--- config.mk ---
export PLATFORM = sky130hd
export DESIGN_NAME = inv_mix_columns_iter
export DESIGN_NICKNAME = d
export VERILOG_FILES = /design/src/rtl/inv_mix_columns_iter.sv
export SDC_FILE = /design/constraint.sdc
export NUM_CORES = 1
export LEC_CHECK = 0
export BUFFER_PORTS_ARGS = -buffer_cell sky130_fd_sc_hd__buf_2
export CAP_MARGIN = 20
export CORE_MARGIN = 2
export CORE_UTILIZATION = 40
export CTS_CLUSTER_DIAMETER = 80
export DETAILED_ROUTE_END_ITERATION = 8
export PLACE_DENSITY = 0.63
export SETUP_SLACK_MARGIN = 0.15
export SLEW_MARGIN = 20
export SYNTH_ARGS = -nofsm -noshare
export SYNTH_HDL_FRONTEND = slang
export SYNTH_SLANG_ARGS = --single-unit
--- constraint.sdc ---
create_clock -name clk -period 3.12 [get_ports clk]
set_clock_uncertainty 0.2 [all_clocks]
set_input_delay 0.312 -clock clk [delete_from_list [all_inputs] [get_ports clk]]
set_output_delay 0.312 -clock clk [all_outputs]
set_load 0.01 [all_outputs]
--- src/rtl/inv_mix_columns_iter.sv ---
// ---------------------------------------------------------------------------
// inv_mix_columns_iter
//   Iterative AES InvMixColumns. A 128-bit state is latched on accept, then
//   COLS_PER_CYCLE columns per clock are transformed (column 0 first) into a
//   result register. The result is presented with a valid/ready handshake.
//
//   Parameters
//     COLS_PER_CYCLE  columns transformed per clock: 1, 2 or 4
//
//   Ports
//     clk        rising-edge clock
//     rst_n      asynchronous active-low reset
//     in_valid   in_data carries a state this cycle
//     in_ready   block is idle and will take a state
//     in_data    state; column c at [127-32c -: 32], byte 0 is the top byte
//     out_valid  out_data holds a finished result
//     out_ready  downstream takes out_data this cycle
//     out_data   InvMixColumns(state), same layout as in_data
// ---------------------------------------------------------------------------

// One column: s'_r = 0e*s_r ^ 0b*s_(r+1) ^ 0d*s_(r+2) ^ 09*s_(r+3)
module inv_mix_col (
   input  logic [31:0] col_in,
   output logic [31:0] col_out
);
   function automatic logic [7:0] xtime(input logic [7:0] b);
      return {b[6:0], 1'b0} ^ (b[7] ? 8'h1b : 8'h00);
   endfunction

   logic [7:0] s  [4];
   logic [7:0] x2 [4];
   logic [7:0] x4 [4];
   logic [7:0] x8 [4];
   logic [7:0] m9 [4];
   logic [7:0] mb [4];
   logic [7:0] md [4];
   logic [7:0] me [4];

   for (genvar r = 0; r < 4; r++) begin : g_byte
      assign s[r]  = col_in[31-8*r -: 8];
      assign x2[r] = xtime(s[r]);
      assign x4[r] = xtime(x2[r]);
      assign x8[r] = xtime(x4[r]);
      // constant products from the xtime chain
      assign m9[r] = x8[r] ^ s[r];
      assign mb[r] = x8[r] ^ x2[r] ^ s[r];
      assign md[r] = x8[r] ^ x4[r] ^ s[r];
      assign me[r] = x8[r] ^ x4[r] ^ x2[r];
      assign col_out[31-8*r -: 8] = me[r] ^ mb[(r+1)%4] ^ md[(r+2)%4] ^ m9[(r+3)%4];
   end
endmodule

module inv_mix_columns_iter #(
   parameter int COLS_PER_CYCLE = 1   // 1, 2 or 4
) (
   input  logic         clk,
   input  logic         rst_n,
   input  logic         in_valid,
   output logic         in_ready,
   input  logic [127:0] in_data,
   output logic         out_valid,
   input  logic         out_ready,
   output logic [127:0] out_data
);
   typedef enum logic [1:0] {IDLE, BUSY, DONE} state_t;

   localparam logic [1:0] STEP     = 2'(COLS_PER_CYCLE);
   localparam logic [1:0] LAST_CNT = 2'(4 - COLS_PER_CYCLE);

   state_t state, state_nxt;
   logic [1:0] cnt;
   // element 3 holds column 0 so the flat view matches the port layout
   logic [3:0][31:0] in_reg;
   logic [3:0][31:0] out_reg;
   logic last_busy;

   logic [COLS_PER_CYCLE-1:0][1:0]  col_idx;
   logic [COLS_PER_CYCLE-1:0][31:0] col_in;
   logic [COLS_PER_CYCLE-1:0][31:0] col_out;

   assign last_busy = (state == BUSY) && (cnt == LAST_CNT);

   for (genvar i = 0; i < COLS_PER_CYCLE; i++) begin : g_lane
      assign col_idx[i] = cnt + 2'(i);
      assign col_in[i]  = in_reg[2'd3 - col_idx[i]];
      inv_mix_col u_col (
         .col_in  (col_in[i]),
         .col_out (col_out[i])
      );
   end

   always_ff @(posedge clk or negedge rst_n) begin
      if (!rst_n) state <= IDLE;
      else        state <= state_nxt;
   end

   always_comb begin
      state_nxt = state;
      case (state)
         IDLE:    if (in_valid)  state_nxt = BUSY;
         BUSY:    if (last_busy) state_nxt = DONE;
         DONE:    if (out_ready) state_nxt = IDLE;
         default: state_nxt = IDLE;
      endcase
   end

   // Counter stops at the last column group rather than wrapping; the
   // FSM leaves BUSY on that cycle.
   always_ff @(posedge clk or negedge rst_n) begin
      if (!rst_n) begin
         in_reg  <= '0;
         out_reg <= '0;
         cnt     <= '0;
      end else if (state == IDLE && in_valid) begin
         in_reg <= in_data;
         cnt    <= '0;
      end else if (state == BUSY) begin
         for (int i = 0; i < COLS_PER_CYCLE; i++)
            out_reg[2'd3 - col_idx[i]] <= col_out[i];
         if (!last_busy) cnt <= cnt + STEP;
      end
   end

   assign in_ready  = (state == IDLE);
   assign out_valid = (state == DONE);
   assign out_data  = out_reg;
endmodule

==> results.sh <==
export IMPL_status="finished with violations"
export IMPL_violations="negative setup slack"
export IMPL_synth_top_area_share_pct=51.8
export IMPL_cts_tree="done"
export IMPL_die_height_um=181
export IMPL_gp_congestion=0.842
export IMPL_yosys_area_top_type="dfrtp_1"
export IMPL_initialDrtViolationCount=407
export IMPL_die_w_um=181
export IMPL_r2r_cells=10
export IMPL_max_freq_ghz=0.318
export IMPL_io_buffers=261
export IMPL_crit_path_end_kind="flop"
export IMPL_root_buffer="clkbuf_16"
export IMPL_grt_pass1_wl_um=54600
export IMPL_finalMaxSlewViolations=0
export IMPL_required_ns=3.32
export IMPL_antenna_found_initial=0
export IMPL_dieArea_mm2=0.0328
export IMPL_synthTopCellsByArea="dfrtp_1 52%, mux2_2 12%, xnor2_1 8.3%"
export IMPL_hpwl_um=24100
export IMPL_dr_pass1_iters=4
export IMPL_grt_use_total_pct=21.3
export IMPL_syn_inst=956
export IMPL_min_period_ns=3.14
export IMPL_min_path_type="primary input to asynchronous set/reset pin"
export IMPL_totalWireLength_um=36100
export IMPL_worst_slew_pin_slew_ns=0.721
export IMPL_layout_drive_gt1_share_pct=50.4
export IMPL_drt_wirelength_per_cell_um=19.3
export IMPL_n_fill_cell=2385
export IMPL_timing_rr_start="cnt[0]"
export IMPL_setup_slack_ns=-0.0230
export IMPL_r2r_setup_slack_ns=-0.02
export IMPL_rsz0062_at_grt="true"
export IMPL_cts_buffers=28
export IMPL_crit_family="XOR/XNOR gates"
export IMPL_numPlacedInstances=1643
export IMPL_finalSetupViolations=4
export IMPL_htreeDepth=1
export IMPL_cap_violations=0
export IMPL_yosys_warnings=0
export IMPL_crit_fanout=10
export IMPL_grt_max_degree=93
export IMPL_maxSlewHeadroom_pct=51.9
export IMPL_rows=64
export IMPL_cts_clk_slew_worst_paths_ns=0.07
export IMPL_cpMaxStageDelayCell="mux4_2"
export IMPL_antenna_left=0
export IMPL_slowest_delay_ns=0.64
export IMPL_finalHoldViolations=0
export IMPL_clock_latency_ns=0.55
export IMPL_arrival_ns=3.34
export IMPL_clock_path_buffers=3
export IMPL_yosysSeqAreaShare_pct=51.8
export IMPL_start_util_pct=40.8
export IMPL_core_area_mm2=0.0307
export IMPL_synth_area_mm2=0.0126
export IMPL_synth_nets=1092
export IMPL_cts_num_sinks=260
export IMPL_nNetsFinal=1587
export IMPL_crit_chain="buf_12, buf_12, mux4_2, buf_4, xnor3_2, xor2_2, xnor2_1, xnor2_1, buf_4, o21ai_0"
export IMPL_synthToLayoutAreaGrowth_pct=48.7
export IMPL_grt_pass1_vias=9395
export IMPL_crit_buf_inv=4
export IMPL_yosysUniqueCellTypes=29
export IMPL_r2r_end="out_data[77]"
export IMPL_diodes=0
export IMPL_start_kind="flop"
export IMPL_io_pins=262
export IMPL_ys_ff_latch=260
export IMPL_min_period_over_period_pct=101
export IMPL_overflow=0
export IMPL_crit_type="flop to flop"
export IMPL_finalNonFillerCells=1869
export IMPL_syn_avg_cell_area_um2=13.1
export IMPL_num_vias=9176
export IMPL_avgViaCountPerCell=4.91
export IMPL_post_route_drc_count=0
-- what timing repair did --
action,CTS,global route
resized for setup,66,121
hold buffers,131,0
pin swaps,33,44
buffers inserted,21,22
hold endpoints to repair,258,0
endpoints found under the setup margin,113,119
-- layout by cell type, fill, tap and decap left out, types with 21 or more instances in the layout --
master,netlist,final
mux2_2,129,129
dlygate4sd3_1,0,131
xnor2_2,13,45
o21ai_1,48,50
o21ai_2,0,22
o21ai_0,82,58
nand2_1,133,129
buf_4,9,98
mux4_2,32,32
xnor2_4,4,27
dfrtp_1,260,259
buf_6,5,21
buf_2,5,260
xnor2_1,119,64
clkbuf_16,0,29
-- routing by layer --
metal  global-route usage, %  part of all wire (%)  up-vias
met2                    36.2                    50      267
met3                    3.29                   4.9       51
li1                        -                     -     4263
met1                    29.2                    43     4595
met5                       0                     0        -
met4                    4.33                   1.8        0
-- kinds of logic (layout without fill, tap and decap cells) --
kind of cell	after synthesis	in the layout	share of synthesized area (%)
AOI/OAI and AO/OA	133	133	5.38
xor gates and xnor gates	195	195	18.2
adders and majority gates	4	4	0.399
buffers and inverters	63	580	2.59
DFF	260	260	51.8
muxes	162	162	17.4
and+or+nand+nor	139	139	4.22
-- metrics by stage --
stage / area [µm²] / util, % / TNS [ns] / hold WS, ns / setup WS, ns
floorplan: 12600 / - / 0 / -0.184 / 0.152
global placement: 14900 / 48.4 / -1.73 / 0.0770 / -0.142
detailed placement: 14900 / 48.4 / -2.83 / 0.0766 / -0.166
CTS: 17800 / 58.0 / 0 / 0.0971 / 0.0151
global route: 18700 / 60.7 / -2.69 / 0.113 / -0.106
finish: 18700 / 60.7 / -0.0762 / 0.0851 / -0.0230
-- worst max-delay path by stage --
stage / start / end / cells past startpoint
4_1_cts: cnt[0] / out_data[93] / 8
2_1_floorplan: cnt[0] / out_data[100] / 9
6_report: cnt[0] / out_data[77] / 10
3_5_place_dp: cnt[0] / out_data[100] / 10
5_1_grt: cnt[0] / out_data[91] / 9
3_3_place_gp: cnt[0] / out_data[123] / 9
-- cell usage after synthesis --
master	number
buf_4	9
xnor2_1	119
clkbuf_1	38
o21ai_0	82
mux4_2	32
nor2b_1	1
mux2i_1	1
xor3_2	1
xnor2_2	13
xnor3_1	23
xnor3_2	3
buf_2	5
dfrtp_1	260
nand2_1	133
and2_1	1
buf_6	5
o21ai_1	48
xnor2_4	4
buf_1	1
xor2_1	29
inv_1	4
nor2_1	3
mux2_2	129
ha_1	4
xor2_2	3
nand2b_1	1
a22o_1	2
buf_8	1
o21bai_1	1
-- area by class of cell --
| cell class | count | area [µm²] | share of cell area [%] |
|---|---|---|---|
| multi-input cells | 633 | 6750 | 36.2 |
| repair buffers | 524 | 3860 | 20.7 |
| clock inverters | 16 | 233 | 1.25 |
| well taps | 396 | 495 | 2.66 |
| clock buffers | 36 | 802 | 4.30 |
| flip-flops and latches | 260 | 6510 | 34.9 |
| inverters | 4 | 15.0 | 0.0805 |
Power is not shown: default switching activity piles up to over one toggle a cycle in this logic, so the estimate is an artifact.
